`src/rtl/fetch_unit_pkg.sv`:
```
// Shared definitions for the fetch front end: opcodes, FSM states, immediate decode.
package fetch_unit_pkg;

    localparam logic [6:0] OPC_JAL    = 7'b1101111;
    localparam logic [6:0] OPC_BRANCH = 7'b1100011;
    localparam logic [6:0] OPC_JALR   = 7'b1100111;

    typedef enum logic [1:0] {
        FETCH = 2'd0,
        WAIT  = 2'd1,
        HOLD  = 2'd2
    } fetch_state_t;

    // B-type immediate, sign-extended to 32 bits
    function automatic logic [31:0] imm_b(input logic [31:0] instr);
        return {{19{instr[31]}}, instr[31], instr[7], instr[30:25], instr[11:8], 1'b0};
    endfunction

    // J-type immediate, sign-extended to 32 bits
    function automatic logic [31:0] imm_j(input logic [31:0] instr);
        return {{11{instr[31]}}, instr[31], instr[19:12], instr[20], instr[30:21], 1'b0};
    endfunction

endpackage

```
`src/rtl/fetch_branch_decode.sv`:
```
// Combinational static decode of JAL/branch combined with the predictor jump bit.
module fetch_branch_decode
    import fetch_unit_pkg::*;
(
    input  logic [31:0] instr,
    input  logic [31:0] pc,
    input  logic        pred_jump,
    output logic        pred_taken,
    output logic [31:0] pred_pc
);

    // Pick the predicted next PC; anything not JAL/branch falls through to pc+4
    always_comb begin
        pred_taken = 1'b0;
        pred_pc    = pc + 32'd4;
        case (instr[6:0])
            OPC_JAL: begin
                pred_taken = 1'b1;
                pred_pc    = pc + imm_j(instr);
            end
            OPC_BRANCH: begin
                pred_taken = pred_jump;
                if (pred_jump) begin
                    pred_pc = pc + imm_b(instr);
                end
            end
            // Register-indirect target is unknown here; the ROB redirects if wrong
            OPC_JALR: pred_taken = 1'b0;
            default:  pred_taken = 1'b0;
        endcase
    end

endmodule

```
`src/rtl/fetch_unit.sv`:
```
// Instruction fetch front end: PC register, icache request FSM, IQ push with one-entry hold.
module fetch_unit
    import fetch_unit_pkg::*;
#(
    parameter logic [31:0] RESET_PC = 32'h0000_0000
) (
    input  logic        clockIn,
    input  logic        resetIn,
    output logic        icacheReqValid,
    output logic [31:0] icacheAddr,
    input  logic        icacheHit,
    input  logic [31:0] icacheInstr,
    output logic [31:0] predAddr,
    input  logic        predJump,
    input  logic        iqFull,
    output logic        iqValid,
    output logic [31:0] iqInstr,
    output logic [31:0] iqPC,
    output logic        iqPredTaken,
    output logic [31:0] iqPredPC,
    input  logic        redirectValid,
    input  logic [31:0] redirectPC
);

    fetch_state_t state;
    logic [31:0]  pc;
    logic [31:0]  held_instr;
    logic [31:0]  held_pred_pc;
    logic         held_taken;
    logic         dec_taken;
    logic [31:0]  dec_pc;

    assign icacheAddr = pc;
    assign predAddr   = pc;

    fetch_branch_decode u_decode (
        .instr      (icacheInstr),
        .pc         (pc),
        .pred_jump  (predJump),
        .pred_taken (dec_taken),
        .pred_pc    (dec_pc)
    );

    // Fetch FSM: redirect first, then push on hit or park the entry while the IQ is full
    always_ff @(posedge clockIn or negedge resetIn) begin
        if (!resetIn) begin
            state          <= FETCH;
            pc             <= RESET_PC;
            icacheReqValid <= 1'b0;
            iqValid        <= 1'b0;
            iqInstr        <= '0;
            iqPC           <= '0;
            iqPredTaken    <= 1'b0;
            iqPredPC       <= '0;
            held_instr     <= '0;
            held_pred_pc   <= '0;
            held_taken     <= 1'b0;
        end else begin
            iqValid <= 1'b0;
            if (redirectValid) begin
                pc             <= redirectPC;
                state          <= FETCH;
                icacheReqValid <= 1'b0;
            end else begin
                case (state)
                    FETCH: begin
                        state          <= WAIT;
                        icacheReqValid <= 1'b1;
                    end
                    WAIT: begin
                        if (icacheHit && !iqFull) begin
                            iqValid        <= 1'b1;
                            iqInstr        <= icacheInstr;
                            iqPC           <= pc;
                            iqPredTaken    <= dec_taken;
                            iqPredPC       <= dec_pc;
                            pc             <= dec_pc;
                            state          <= FETCH;
                            icacheReqValid <= 1'b1;
                        end else if (icacheHit) begin
                            held_instr     <= icacheInstr;
                            held_taken     <= dec_taken;
                            held_pred_pc   <= dec_pc;
                            state          <= HOLD;
                            icacheReqValid <= 1'b0;
                        end else begin
                            icacheReqValid <= 1'b1;
                        end
                    end
                    HOLD: begin
                        // pc still addresses the held instruction, so it doubles as its PC
                        if (!iqFull) begin
                            iqValid        <= 1'b1;
                            iqInstr        <= held_instr;
                            iqPC           <= pc;
                            iqPredTaken    <= held_taken;
                            iqPredPC       <= held_pred_pc;
                            pc             <= held_pred_pc;
                            state          <= FETCH;
                            icacheReqValid <= 1'b1;
                        end
                    end
                    default: begin
                        state          <= FETCH;
                        icacheReqValid <= 1'b0;
                    end
                endcase
            end
        end
    end

endmodule

```
`config.mk`:
```
export PLATFORM = sky130hd
export DESIGN_NAME = fetch_unit
export DESIGN_NICKNAME = d
export VERILOG_FILES = /design/src/rtl/fetch_unit_pkg.sv /design/src/rtl/fetch_branch_decode.sv /design/src/rtl/fetch_unit.sv
export SDC_FILE = /design/constraint.sdc
export NUM_CORES = 1
export LEC_CHECK = 0
export BUFFER_PORTS_ARGS = -buffer_cell sky130_fd_sc_hd__buf_2
export CORE_MARGIN = 2
export CORE_UTILIZATION = 57
export DETAILED_ROUTE_END_ITERATION = 8
export GPL_TIMING_DRIVEN = 0
export MAX_ROUTING_LAYER = met4
export PLACE_DENSITY_LB_ADDON = 0.25
export REMOVE_ABC_BUFFERS = 1
export SLEW_MARGIN = 20
export SYNTH_ARGS = -nofsm -noshare
export SYNTH_HDL_FRONTEND = slang
export SYNTH_SLANG_ARGS = --single-unit
```
`constraint.sdc`:
```
create_clock -name clockIn -period 3.9 [get_ports clockIn]
set_clock_uncertainty 0.2 [all_clocks]
set_input_delay 0.585 -clock clockIn [delete_from_list [all_inputs] [get_ports clockIn]]
set_output_delay 0.585 -clock clockIn [all_outputs]
set_load 0.005 [all_outputs]
```
After elaboration in Yosys (flattened, before gate mapping) --
Index checks and enable logic that the tools add are counted.
Word-level totals: word-level logic and storage cells 64, bits in registers 198, input bits 70
Operators by class: equality and inequality tests 9, reduce and logical (&&, ||, !) cells 9, add/subtract/negate cells 3, bitwise gates (word level) 2, muxes and demuxes 30
Operators by type and width (number):
- 32-bit 2-to-1 mux | 8
- 32-bit case mux with 2 select lines | 4
- 32-bit adder | 2
- 32-bit by 3-bit adder with 32-bit output, second input constant | 1
- 7-bit == test, second input constant | 2
- 1-bit 2-to-1 mux | 9
- 2-bit 2-to-1 mux | 4
- 4-bit AND reduction | 2
- 3-bit != test, second input constant | 2
- 1-bit case mux with 2 select lines | 3
- 2-bit case mux with 3 select lines | 1
- 2-bit != test, second input constant | 2
- 4-bit != test, second input constant | 1
- 1-bit case mux with 3 select lines | 1
- 3-bit AND reduction | 1
- 3-bit nonzero test | 1
- 2-bit by 1-bit == test with 1-bit output, second input constant | 1
- 2-bit == test, second input constant | 1
- 2-bit logical NOT | 1
- 1-bit NOT | 2
- 2-bit AND reduction | 1
- 2-bit nonzero test | 1
- 1-bit logical AND | 1
- 1-bit logical NOT | 1

Longest topological paths before layout --
Gate-level depths: netlist (run 1).
depth in word-level cells 6, mapped depth 12, gate-level depth less buffers 11

Modules after synthesis --
A second synthesis (run 1) with hierarchy kept.
Unflattened totals: cell total of the unflattened synthesis 1164, area total of the unflattened synthesis 12995.0 µm²
Modules (own cells, without submodules):
- fetch_unit | times used 1, cells each 586, area an instance 9023.7 µm²
- fetch_branch_decode | times used 1, cells each 578, area an instance 3971.3 µm²

Worst setup path before layout (run 1) --
Ideal clock, no wire load.
path kind input port to flip-flop, start point input port icacheInstr[21], end point register held_pred_pc[25], required time 3575 ps, arrival time 2928 ps, library setup time 125 ps, path buffers 0, stages 10, slack 648 ps, path through ha_1 -> fa_1 -> a211oi_2 -> o21a_1 -> o211ai_1 -> a2111oi_2 -> or2_2 -> mux2i_1 -> a221o_1 -> mux2_2
On the way: word-level cells in the longest chain between the ends 2
Ends and longest elaborated chain:
- start: declaration | RTL line fetch_unit.sv:12 | input logic [31:0] icacheInstr,
- 32-bit adder | RTL line fetch_branch_decode.sv:19 | pred_pc = pc + imm_j(instr);
- 32-bit case mux with 2 select lines | RTL line fetch_branch_decode.sv:16 | case (instr[6:0])
- end signal: assignment | RTL line fetch_unit.sv:83 | held_pred_pc <= dec_pc;
- end: declaration | RTL line fetch_unit.sv:28 | logic [31:0] held_pred_pc;
No other way between the ends. A chain may end at the register's enable or synchronous reset.

Worst setup path in the final report (run 1) --
start point register pc[1] (netlist: icacheAddr[1]), end point register pc[29] (netlist: icacheAddr[29])
On the way: word-level cells in the longest chain between the ends 6, elaborated cells between the ends (all ways) 8, those cells by class add/sub (3); mux (5)
Ends and longest elaborated chain:
- start: declaration | RTL line fetch_unit.sv:26 | logic [31:0] pc;
- start signal: assignment | RTL line fetch_unit.sv:61 | pc <= redirectPC;
- start signal: assignment | RTL line fetch_unit.sv:77 | pc <= dec_pc;
- start signal: assignment | RTL line fetch_unit.sv:98 | pc <= held_pred_pc;
- 32-bit by 3-bit adder with 32-bit output / 32-bit adder (equally long branches) | RTL line fetch_branch_decode.sv:15, fetch_branch_decode.sv:24
- 32-bit 2-to-1 mux | RTL line fetch_branch_decode.sv:23 | if (pred_jump) begin
- 32-bit case mux with 2 select lines (*) | RTL line fetch_branch_decode.sv:16
- 32-bit 2-to-1 mux (*) | RTL line fetch_unit.sv:71 | if (icacheHit && !iqFull) begin
- 32-bit case mux with 2 select lines (*) | RTL line fetch_unit.sv:65 | case (state)
- 32-bit 2-to-1 mux (*) | RTL line fetch_unit.sv:60 | if (redirectValid) begin
Mark *: on every way between the ends. The rest lies on a longest branch, timed or not. The select of a mux whose other input is x is not followed.

==> metrics.md, run 1 <==
| Metric | Value |
|---|---|
| Area grow syn2layout | 14.9% |
| Wirelength per Cell | ~20 um |
| First-pass GRT wire length | ~62000 um |
| Number of max-cap violations | 0 |
| Port Buf Inserts | 232 |
| HP Class | input port to flip-flop |
| Die Ht | about 150 um |
| Syn_area_per_cell | about 8.7 sq um |
| DRC Markers | 0 |
| CTS HTree Levels | 4 |
| Clock sinks | slightly below 200 |
| Die area | about 0.024 sq mm |
| Via density | about 6 |
| Setup violators final | 0 |
| Pre-CTS WS | -820 ps |
| Ys flop type | dfrtp_1 |
| Largest net degree at the start of global routing | 97 |
| Tot GR Track Use | 33.4% |
| Setup crit end kind | flip-flop |
| GPL Wtd Cong | roughly 0.95 |
| Core area | approximately 0.022 sq mm |
| Sequential cell area fraction in the yosys report | around 38% |
| DRT Pass-1 Iters | 7 |
| Crit path time final | around 3700 ps |
| N_diodes | 0 |
| Post-CTS setup buffer count | 0 |
| Fin. max-slew vios | 0 |
| Die X | around 150 um |
| Root buffer cell | clkbuf_16 |
| Critical Path RT | 4010 ps |
| Placed Area | ~0.014 sq mm |
| Clk buf depth | 2 |
| GR Overflow Total | 0 |
| CTS Buf Count | 17 |
| FMAX | approximately 270 MHz |
| Status | completed |
| Hold Vio Cnt, Final | 0 |
| P_int | approximately 0.0047 W |
| Reg power frac | a little over two fifths |
| Worst hold slack | between 100 and 150 ps |
| Worst setup margin | slightly below 200 ps |
| Worst-Margin Slew | 1140 ps |
| Layout cell share with drive strength beyond 1 | a little under a quarter |
| Crit start category | flip-flop |
| Leakage power total | between 6 and 7 nW |
| Clk_lat worst skew | around 450 ps |
| Combinational share of power | 34.0% |
| WL final | 38400 um |
| Initial antenna violation count | 0 |
| CTS tree | yes |
| Number of global-route vias before repair | roughly 11000 |
| Dpl hpwl | 28000 um |
| Clk pwr share | 23.8% |
| Post-synth EDFFs | 0 |
| Rows | between 50 and 60 |
| Final instance area | about 0.015 sq mm |
| Yosys cell types | 83 |
| Psw | about 0.0027 W |
| Synthesized flop and latch total | roughly 200 |
| Slew headroom | 23.8% |
| Via Count | 11800 |
| Synth Instances | between 1000 and 1500 |
| WP data arrival | between 3000 and 4000 ps |
| Initial Util | between 50% and 60% |
| Post-layout nets | roughly 1800 |
| Yosys warns | 0 |
| Critical Setup Path Class | flip-flop to flip-flop |
| Clk slew on worst S/H paths | about 80 ps |
| Period utilization | 95.0% |
| First DRT Iteration DRCs | 766 |
| Max VDD drop | between 300 and 400 uV |
| Switching Share | 36.2% |
| Unrepaired setup endpoints after global routing | false |
| Critical path fanouts, max | 7 |
| Post-route antenna net violation count | 0 |
| Setup TNS | 0 ps |
| Ports | approximately 230 |
| Synth async-reset ratio | 100% |
| Power per Cell Area | ~500 mW/mm^2 |
| Post-Syn Area | approximately 0.013 sq mm |
[cells in the mapped netlist, drive strengths merged, types with 6 or more instances]
master  number  area [sq um]
o21ai      133           666
mux2        50           563
buf         50           333
nand2      273          1020
nor3b       15           123
xnor2       28           245
a31oi        8          50.1
ha          48           601
mux2i       55           551
a211oi      16           135
a221oi      11           103
dfrtp      198          4950
o41ai        9           101
o31ai       19           148
xor2        26           228
nand4       27           169
nor3        27           145
o21a        15           113
or2          7          43.8
and3        10          62.6
o211ai      11          87.6
o22ai        8          50.1
nor2        90           338
and2         8          50.1
nor2b       10          62.6
a21o        21           158
nor4         6          52.6
a21oi      100           504
clkbuf      76           285
nand3       24           125
nand2b      11          68.8
inv         22          82.6
[area by class of cell]
type                       instances  area (sq um)
fill                            1920          7610
multi-input combinational       1138          7330
sequential                       198          4950
timing repair buffer             254          1530
clock buffer                      18           429
tap                              285           357
clock inverter                    13           139
inverter                          22          82.6
[cells in the final DEF, fill, tap and decap left out, types with 11 or more instances in the layout]
cell | Yosys | layout
nand4_1 | 27 | 27
nand2_1 | 273 | 272
a211oi_1 | 13 | 12
o21a_1 | 15 | 15
buf_2 | 11 | 230
nor2_1 | 90 | 89
nor3_1 | 25 | 25
mux2_2 | 48 | 48
nor3b_1 | 13 | 12
a21oi_1 | 99 | 98
o21ai_1 | 31 | 31
xnor2_1 | 28 | 28
clkbuf_16 | 0 | 17
xor2_1 | 26 | 26
o31ai_1 | 18 | 18
o21ai_0 | 102 | 102
nand2b_1 | 11 | 11
nand3_1 | 23 | 22
mux2i_1 | 55 | 55
inv_1 | 22 | 21
ha_1 | 48 | 47
dfrtp_1 | 198 | 198
a21o_1 | 21 | 20
[registers in the layout, indices dropped and copies added (netlist names)]
signal and cells:
iqPC 32, icacheAddr 32, held_taken 1, iqValid 1, iqPredPC 32, icacheReqValid 1
held_pred_pc 32, held_instr 32, state 2, iqInstr 32, iqPredTaken 1
[logic make-up (layout without fill, tap and decap cells)]
family	count (synthesis)	count (layout)	synth area share [%]
adder cells (fa/ha/maj)	50	50	4.97
AO/OA/AOI/OAI	406	406	20.4
XOR/XNOR	54	54	3.67
multiplexers	105	105	8.63
flip-flops	198	198	38.4
AND/OR/NAND/NOR	523	523	18.5
buffers and inverters	148	307	5.43
[worst max-delay path: stages (launching register included)]
cell and delay (ps):
dfrtp_1 460, ha_1 270, fa_1 450, a211oi_2 290, o21a_1 240, o211ai_1 230
a2111oi_4 490, o21ai_0 150, mux2i_1 160, a221o_1 350, nor2_1 180, o41ai_2 90
[per-stage QoR]
| step | std cells | power (W) | util (%) |
|---|---|---|---|
| after floorplan | 1358 | 0.00458 | - |
| after global placement | 1875 | 0.00555 | 61.5 |
| after detailed placement | 1896 | 0.00564 | 63.4 |
| after CTS | 1928 | 0.00739 | 66.0 |
| after global routing | 1928 | 0.00784 | 66.1 |
| final | 1928 | 0.00738 | 66.1 |
[worst paths after layout]
kind	start	end	slack [ps]	depth (start not counted)
setup / recovery	icacheAddr[1]$_DFFE_PN0P_	icacheAddr[29]$_DFFE_PN0P_	190	11
hold / removal	redirectPC[0]	icacheAddr[0]$_DFFE_PN0P_	140	3
setup reg to reg	icacheAddr[1]$_DFFE_PN0P_	icacheAddr[29]$_DFFE_PN0P_	190	11
hold reg to reg	iqInstr[8]$_DFFE_PN0P_	iqInstr[8]$_DFFE_PN0P_	270	2
max in group asynchronous	resetIn	iqPredPC[15]$_DFFE_PN0P_	2480	3
min in group asynchronous	resetIn	iqInstr[21]$_DFFE_PN0P_	320	2
[what timing repair did]
action / CTS / global route
hold buffers: 1 / 0
gates resized for setup: 2 / 3
endpoints found under the hold margin: 8 / 0
pin swaps: 0 / 0
setup endpoints to repair: 17 / 11
[power by group through the flow]
stage | Sequential, W | Combinational, W | Clock (W)
2_1_floorplan | 0.00314 | 0.00144 | 0
3_3_place_gp | 0.00312 | 0.00242 | 0
3_5_place_dp | 0.00315 | 0.00249 | 0
4_1_cts | 0.00311 | 0.00251 | 0.00177
5_1_grt | 0.00320 | 0.00279 | 0.00184
6_report | 0.00311 | 0.00251 | 0.00175
[per-layer routing]
metal  up-vias  global-route usage, %  share of wire, %
li1       5575                      -                 -
met1      5746                   45.0                44
met2       439                   53.7                48
met3        63                   3.92               5.8
met4         0                   9.88               2.1
met5         -                      -                 0
(Power assumes the default switching activity.)
==> run 2, diff against run 1 <==
--- a/config.mk
+++ b/config.mk
@@ -13,7 +13,7 @@
 export MAX_ROUTING_LAYER = met4
 export PLACE_DENSITY_LB_ADDON = 0.25
 export REMOVE_ABC_BUFFERS = 1
-export SLEW_MARGIN = 20
+export SETUP_SLACK_MARGIN = 0.3
 export SYNTH_ARGS = -nofsm -noshare
 export SYNTH_HDL_FRONTEND = slang
 export SYNTH_SLANG_ARGS = --single-unit
==> run 2 against run 1 <==
Net effect:
- worst hold slack lost 4.5 ps
- maximum frequency grew 4.1%
- cell count increased by 0.47%
- combinational power increased by 2%
- wire length is 2.7% higher
- sequential cell count unchanged
- design area increased by 1.3%
- sequential power hardly changed
- critical path type unchanged
- largest power group unchanged
==> metrics.md, run 2 (synthesis results as in run 1) <==
| Metric | Value |
|---|---|
| Critical path's top delay family | compound AO/OA/AOI/OAI gates |
| Largest net degree at the start of global routing | 105 (+8.2%) |
| Power per Cell Area | 497 mW/mm^2 (-0.12%) |
| Worst setup margin | 340 ps (+146 ps) |
| CTS Buf Count | 17 (unchanged) |
| Dpl hpwl | 27700 um (-0.88%) |
| Die area | 0.0239 sq mm (unchanged) |
| Initial antenna violation count | 0 (unchanged) |
| Initial Util | 57.5% (unchanged) |
| Clk slew on worst S/H paths | 80 ps (about the same) |
| Slew headroom | 28.2% (+4.4 points) |
| Leakage power total | 6.97 nW (+0.81%) |
| Via Count | 12000 (+1.3%) |
| FMAX | 281 MHz (+4.1%) |
| Critical Setup Path Class | flip-flop to flip-flop |
| Critical Path RT | 4000 ps (about the same) |
| Crit path time final | 3560 ps (-146 ps) |
| N_diodes | 0 (unchanged) |
| Status | completed |
| Clk_lat worst skew | 450 ps (about the same) |
| R2r startpoint | icacheAddr[1]$_DFFE_PN0P_ |
| CTS HTree Levels | 4 (unchanged) |
| Hold Path Origin | redirectPC[0] |
| Layout cell share with drive strength beyond 1 | 23.9% (+1.2 points) |
| Critical path fanouts, max | 5 (-2) |
| Area grow syn2layout | 16.4% |
| Placed cell count | 1890 (-0.32%) |
| Period utilization | 91.3% (-3.7 points) |
| Ports | 233 (unchanged) |
| Most frequent cells in the layout | 271 x nand2_1, 229 x buf_2, 196 x dfrtp_1 |
| GPL Wtd Cong | 0.955 (unchanged) |
| Crit start category | flip-flop |
| Tot GR Track Use | 34.0% (+0.61 points) |
| CTS tree | yes |
| Number of global-route vias before repair | 11600 (+1.2%) |
| Post-layout nets | 1759 (+0.46%) |
| Placed Area | 0.0141 sq mm (-0.47%) |
| Delay of the slowest critical-path stage | 460 ps (-30 ps) |
| Setup violators final | 0 (unchanged) |
| Crit path buf inv count | 0 (unchanged) |
| Rows | 55 (unchanged) |
| DRT Pass-1 Iters | 5 (-2) |
| WP data arrival | 3660 ps (-150 ps) |
| Port Buf Inserts | 232 (unchanged) |
| Setup crit end kind | flip-flop |
| Pre-CTS WS | -949 ps (-129 ps) |
| CP cell instances | ha_1, fa_1, a21o_1, a21o_1, a221o_1, a21oi_2, a2bb2oi_2, mux2i_1, a221o_1, nor2_2, o41ai_2 |
| Slowest CP cell | dfrtp_2 |
| Fin cells | 1937 (+0.47%) |
| Hold Vio Cnt, Final | 0 (unchanged) |
| Clk buf depth | 2 (unchanged) |
| Unrepaired setup endpoints after global routing | true |
| Most common cell after layout, fill and taps aside | nand2_1 |
| Post-route antenna net violation count | 0 (unchanged) |
| Die X | 154 um (unchanged) |
| First-pass GRT wire length | 62800 um (+1.6%) |
| Wirelength per Cell | 20.4 um (+2.3%) |
| Root buffer cell | clkbuf_16 |
| WL final | 39400 um (+2.7%) |
| Crit path from | icacheAddr[1]$_DFFE_PN0P_ |
| Number of max-cap violations | 0 (unchanged) |
| GR Overflow Total | 0 (unchanged) |
| First DRT Iteration DRCs | 779 (+1.7%) |
| Die Ht | 154 um (unchanged) |
| DRC Markers | 0 (unchanged) |
| Fin. max-slew vios | 0 (unchanged) |
| Worst-Margin Slew | 1080 ps (-66.6 ps) |
| Core area | 0.0224 sq mm (unchanged) |
| HP Class | input port to flip-flop |
| Final instance area | 0.0150 sq mm (+1.3%) |
| Clock sinks | 198 (unchanged) |
| Via density | 6.18 (+0.86%) |
| Max VDD drop | 329 uV (+5.8%) |
==> run 2: cell count changes in the layout (fill, tap and decap cells not counted), sizes merged <==
cell	before	now
buf	253	259
clkbuf	18	20
clkinv	7	5
clkinvlp	0	2
nand4	27	28
==> run 2: path summary, 6_finish.rpt <==
check,end,slack [ps],depth (start not counted)
max reg2reg,icacheAddr[29]$_DFFE_PN0P_,340,11
min reg2reg,iqInstr[8]$_DFFE_PN0P_,280,2
max,icacheAddr[29]$_DFFE_PN0P_,340,11
max in group asynchronous,held_instr[12]$_DFFE_PN0P_,1990,3
min,icacheAddr[0]$_DFFE_PN0P_,140,3
min in group asynchronous,iqInstr[0]$_DFFE_PN0P_,540,2
==> run 2: tightest hold or removal path: stages <==
cell and delay (ps):
buf_2 70, nand2_1 40, o21ai_0 60
==> run 2: metrics by stage <==
stage / hold WS [ps] / power, W / utilization (%) / setup TNS, ps
floorplan: 89.4 / 0.00458 / - / -522240
global placement: 256 / 0.00555 / 61.5 / -1400380
detailed placement: 262 / 0.00563 / 63.1 / -33630
CTS: 139 / 0.00742 / 66.0 / 0
global route: 150 / 0.00791 / 66.9 / 0
finish: 137 / 0.00746 / 66.9 / 0
==> run 2: final cells by class <==
| cell class | count | area [sq um] |
|---|---|---|
| tap | 285 | 357 |
| multi-input combinational | 1139 | 7420 |
| inverter | 22 | 82.6 |
| fill | 1859 | 7420 |
| clock inverter | 13 | 136 |
| timing repair buffer | 261 | 1620 |
| sequential | 198 | 4960 |
| clock buffer | 19 | 433 |
==> run 2: what timing repair did <==
item                                    4_1_cts  5_1_grt
resized for setup                            10       23
hold endpoints to repair                     19        0
cloned                                        1        0
hold buffers                                  1        0
setup buffers                                 3        9
pin swaps                                     6       13
endpoints found under the setup margin       61       32
==> run 2: layer usage <==
layer,up-vias,GRT usage [%],share of wire (%)
met5,-,-,0
met4,0,10.4,2.4
met1,5871,45.9,44
met2,434,54.2,47
li1,5609,-,-
met3,66,4.26,6.2
==> run 2: where the power goes <==
| group | switching (W) | internal [W] | leakage (nW) | total, W |
|---|---|---|---|---|
| Clock | 0.000921 | 0.000855 | 0.272 | 0.00178 |
| Sequential | 0.000416 | 0.00270 | 2.45 | 0.00312 |
| Combinational | 0.00139 | 0.00118 | 4.24 | 0.00257 |
| Total | 0.00273 | 0.00473 | 6.97 | 0.00746 |
==> run 3, diff against run 2 <==
--- a/config.mk
+++ b/config.mk
@@ -8,6 +8,7 @@
 export BUFFER_PORTS_ARGS = -buffer_cell sky130_fd_sc_hd__buf_2
 export CORE_MARGIN = 2
 export CORE_UTILIZATION = 57
+export CTS_BUF_LIST = sky130_fd_sc_hd__clkbuf_8
 export DETAILED_ROUTE_END_ITERATION = 8
 export GPL_TIMING_DRIVEN = 0
 export MAX_ROUTING_LAYER = met4
==> constraint.sdc (replaced) <==
create_clock -name clockIn -period 4.25 [get_ports clockIn]
set_clock_uncertainty 0.2 [all_clocks]
set_input_delay 0.6375 -clock clockIn [delete_from_list [all_inputs] [get_ports clockIn]]
set_output_delay 0.6375 -clock clockIn [all_outputs]
set_load 0.005 [all_outputs]
==> run 3 against run 2 <==
Net effect:
- combinational power fell by 11%
- first-iteration DRC count rose by 3.0%
- sequential share of layout area is 0.92 points higher
- sequential cell count is the same
- utilization is 1.9 points lower
- critical path type is now input port to flip-flop
- largest power group unchanged
- highest routed layer unchanged
==> metrics.md, run 3 (synthesis results as in run 1) <==
| Metric | Value |
|---|---|
| Crit path buf inv count | 1 (+1) |
| Critical Path RT | 4400 ps (+400 ps) |
| Crit path time final | between 3000 and 4000 ps |
| GR Overflow Total | 0 (unchanged) |
| Post-CTS setup buffer count | 0 (-3) |
| Post-layout nets | 1747 (-0.68%) |
| Slew headroom | 2.57% (-26 points) |
| Max VDD drop | 324 uV (-1.7%) |
| N_diodes | 0 (unchanged) |
| Die area | 0.0239 sq mm (unchanged) |
| Most common cell after layout, fill and taps aside | nand2_1 |
| Post-route antenna net violation count | 0 (unchanged) |
| Clk buf depth | 2 (unchanged) |
| Initial antenna violation count | 0 (unchanged) |
| Dpl hpwl | 27700 um (unchanged) |
| First DRT Iteration DRCs | 802 (+3.0%) |
| # fillers | 1931 (+3.9%) |
| Root buffer cell | clkbuf_8 |
| Wirelength per Cell | 20.1 um (-1.2%) |
| CTS Buf Count | 17 (unchanged) |
| Core area | 0.0224 sq mm (unchanged) |
| Rows | 55 (unchanged) |
| First-pass GRT wire length | 61900 um (-1.4%) |
| Leakage power total | 6.80 nW (-2.4%) |
| CTS tree | yes |
| DRT Pass-1 Iters | 5 (unchanged) |
| Tot GR Track Use | 33.5% (-0.48 points) |
| HP Class | input port to flip-flop |
| Most frequent cells in the layout | 272 x nand2_1, 230 x buf_2, 198 x dfrtp_1 |
| Die Ht | 154 um (unchanged) |
| Number of max-cap violations | 0 (unchanged) |
| Slowest CP cell | nand4_1 |
| Crit start category | input port |
| Port Buf Inserts | 232 (unchanged) |
| WL final | 38700 um (-1.8%) |
| Placed cell count | 1890 (unchanged) |
| Area grow syn2layout | 13.1% |
| Period utilization | 89.6% |
| Worst-Margin Slew | 1450 ps (+371 ps) |
| Unrepaired setup endpoints after global routing | false |
| Delay of the slowest critical-path stage | 830 ps (+370 ps) |
| Clk_lat worst skew | 500 ps (+50 ps) |
| Hold Vio Cnt, Final | 0 (unchanged) |
| Clk slew on worst S/H paths | 110 ps (+30 ps) |
| Initial Util | 57.5% (unchanged) |
| Setup violators final | 0 (unchanged) |
| FMAX | roughly 260 MHz |
| Power per Cell Area | 437 mW/mm^2 (-12%) |
| Worst setup margin | 440 ps (+99.8 ps) |
| Ports | 233 (unchanged) |
| Critical path's top delay family | simple AND/OR/NAND/NOR gates |
| Finished Core Util | 65.1% (-1.9 points) |
| WP data arrival | 3960 ps (+300 ps) |
| Layout cell share with drive strength beyond 1 | 22.1% (-1.8 points) |
| Fin cells | 1925 (-0.62%) |
| Critical path fanouts, max | 21 (+16) |
| CP cell instances | buf_2, and4b_1, nand4_1, nand2_4, nor2_1, a2111oi_0, nor3_1, a21oi_1, o21ai_1 |
| DRC Markers | 0 (unchanged) |
| Via density | 6.17 (-0.31%) |
| CTS HTree Levels | 4 (unchanged) |
| Clock sinks | 198 (unchanged) |
| Status | completed |
| Pre-CTS WS | -652 ps (+298 ps) |
| Via Count | 11900 (-0.93%) |
| Largest net degree at the start of global routing | 105 (unchanged) |
| Fin. max-slew vios | 0 (unchanged) |
| Number of global-route vias before repair | 11400 (-1.5%) |
| GPL Wtd Cong | 0.955 (unchanged) |
| Die X | 154 um (unchanged) |
| Critical Setup Path Class | input port to flip-flop |
| Setup crit end kind | flip-flop |
run 3: cell types whose count changed in the layout (fill, tap and decap cells not counted), sizes merged:
| cell | before | now |
|---|---|---|
| clkbuf | 20 | 17 |
| buf | 259 | 248 |
| inv | 28 | 30 |
run 3: metrics by stage:
stage | cell area, sq um | setup TNS, ps | total power, W | hold WS (ps)
floorplan | 12300 | -461450 | 0.00420 | 142
global placement | 13800 | -1275660 | 0.00509 | 256
detailed placement | 14100 | -15720 | 0.00517 | 262
CTS | 14600 | 0 | 0.00638 | 126
global route | 14600 | 0 | 0.00679 | 145
finish | 14600 | 0 | 0.00637 | 142
run 3: cell type report:
cell class | count | area, sq um | share of cell area (%)
flip-flops and latches | 198 | 4950 | 33.9
well taps | 285 | 357 | 2.44
repair buffers | 249 | 1500 | 10.3
inverters | 22 | 82.6 | 0.566
clock buffers | 17 | 234 | 1.60
clock inverters | 15 | 144 | 0.986
multi-input cells | 1139 | 7320 | 50.2
run 3: tightest hold or removal path, cell delays in order:
cell and delay [ps]:
buf_2 70, nand2_1 40, o21ai_0 60
run 3: report_power, final:
group          leakage [nW]  internal, W  switching, W  total (W)
combinational          4.15      0.00105       0.00125    0.00230
sequential             2.46      0.00248      0.000379    0.00286
clock                 0.193     0.000433      0.000786    0.00122
run 3: path summary, 6_finish.rpt:
kind,cells after the start,from,to,slack [ps]
worst max-delay path,9,icacheInstr[4],icacheAddr[7]$_DFFE_PN0P_,440
max in group asynchronous,3,resetIn,held_instr[12]$_DFFE_PN0P_,2330
worst min-delay path,3,redirectPC[0],icacheAddr[0]$_DFFE_PN0P_,140
worst min register to register,2,iqInstr[8]$_DFFE_PN0P_,iqInstr[8]$_DFFE_PN0P_,280
worst max register to register,10,icacheAddr[9]$_DFFE_PN0P_,icacheAddr[26]$_DFFE_PN0P_,440
min in group asynchronous,2,resetIn,iqInstr[0]$_DFFE_PN0P_,540
run 3: repair_timing:
item / 4_1_cts / 5_1_grt
endpoints found under the hold margin: 48 / 0
pin swaps: 1 / 0
resized for setup: 2 / 2
setup endpoints to repair: 39 / 5
gates cloned: 1 / 0
hold buffers: 1 / 0
run 3: layer usage:
metal	GRT usage, %	wire length, um	up-vias	part of all wire (%)
li1	-	-	5578	-
met3	4.12	1970	77	5.1
met5	-	0	-	0
met1	45.4	17700	5807	46
met2	52.7	18100	407	47
met4	11.4	1010	0	2.6
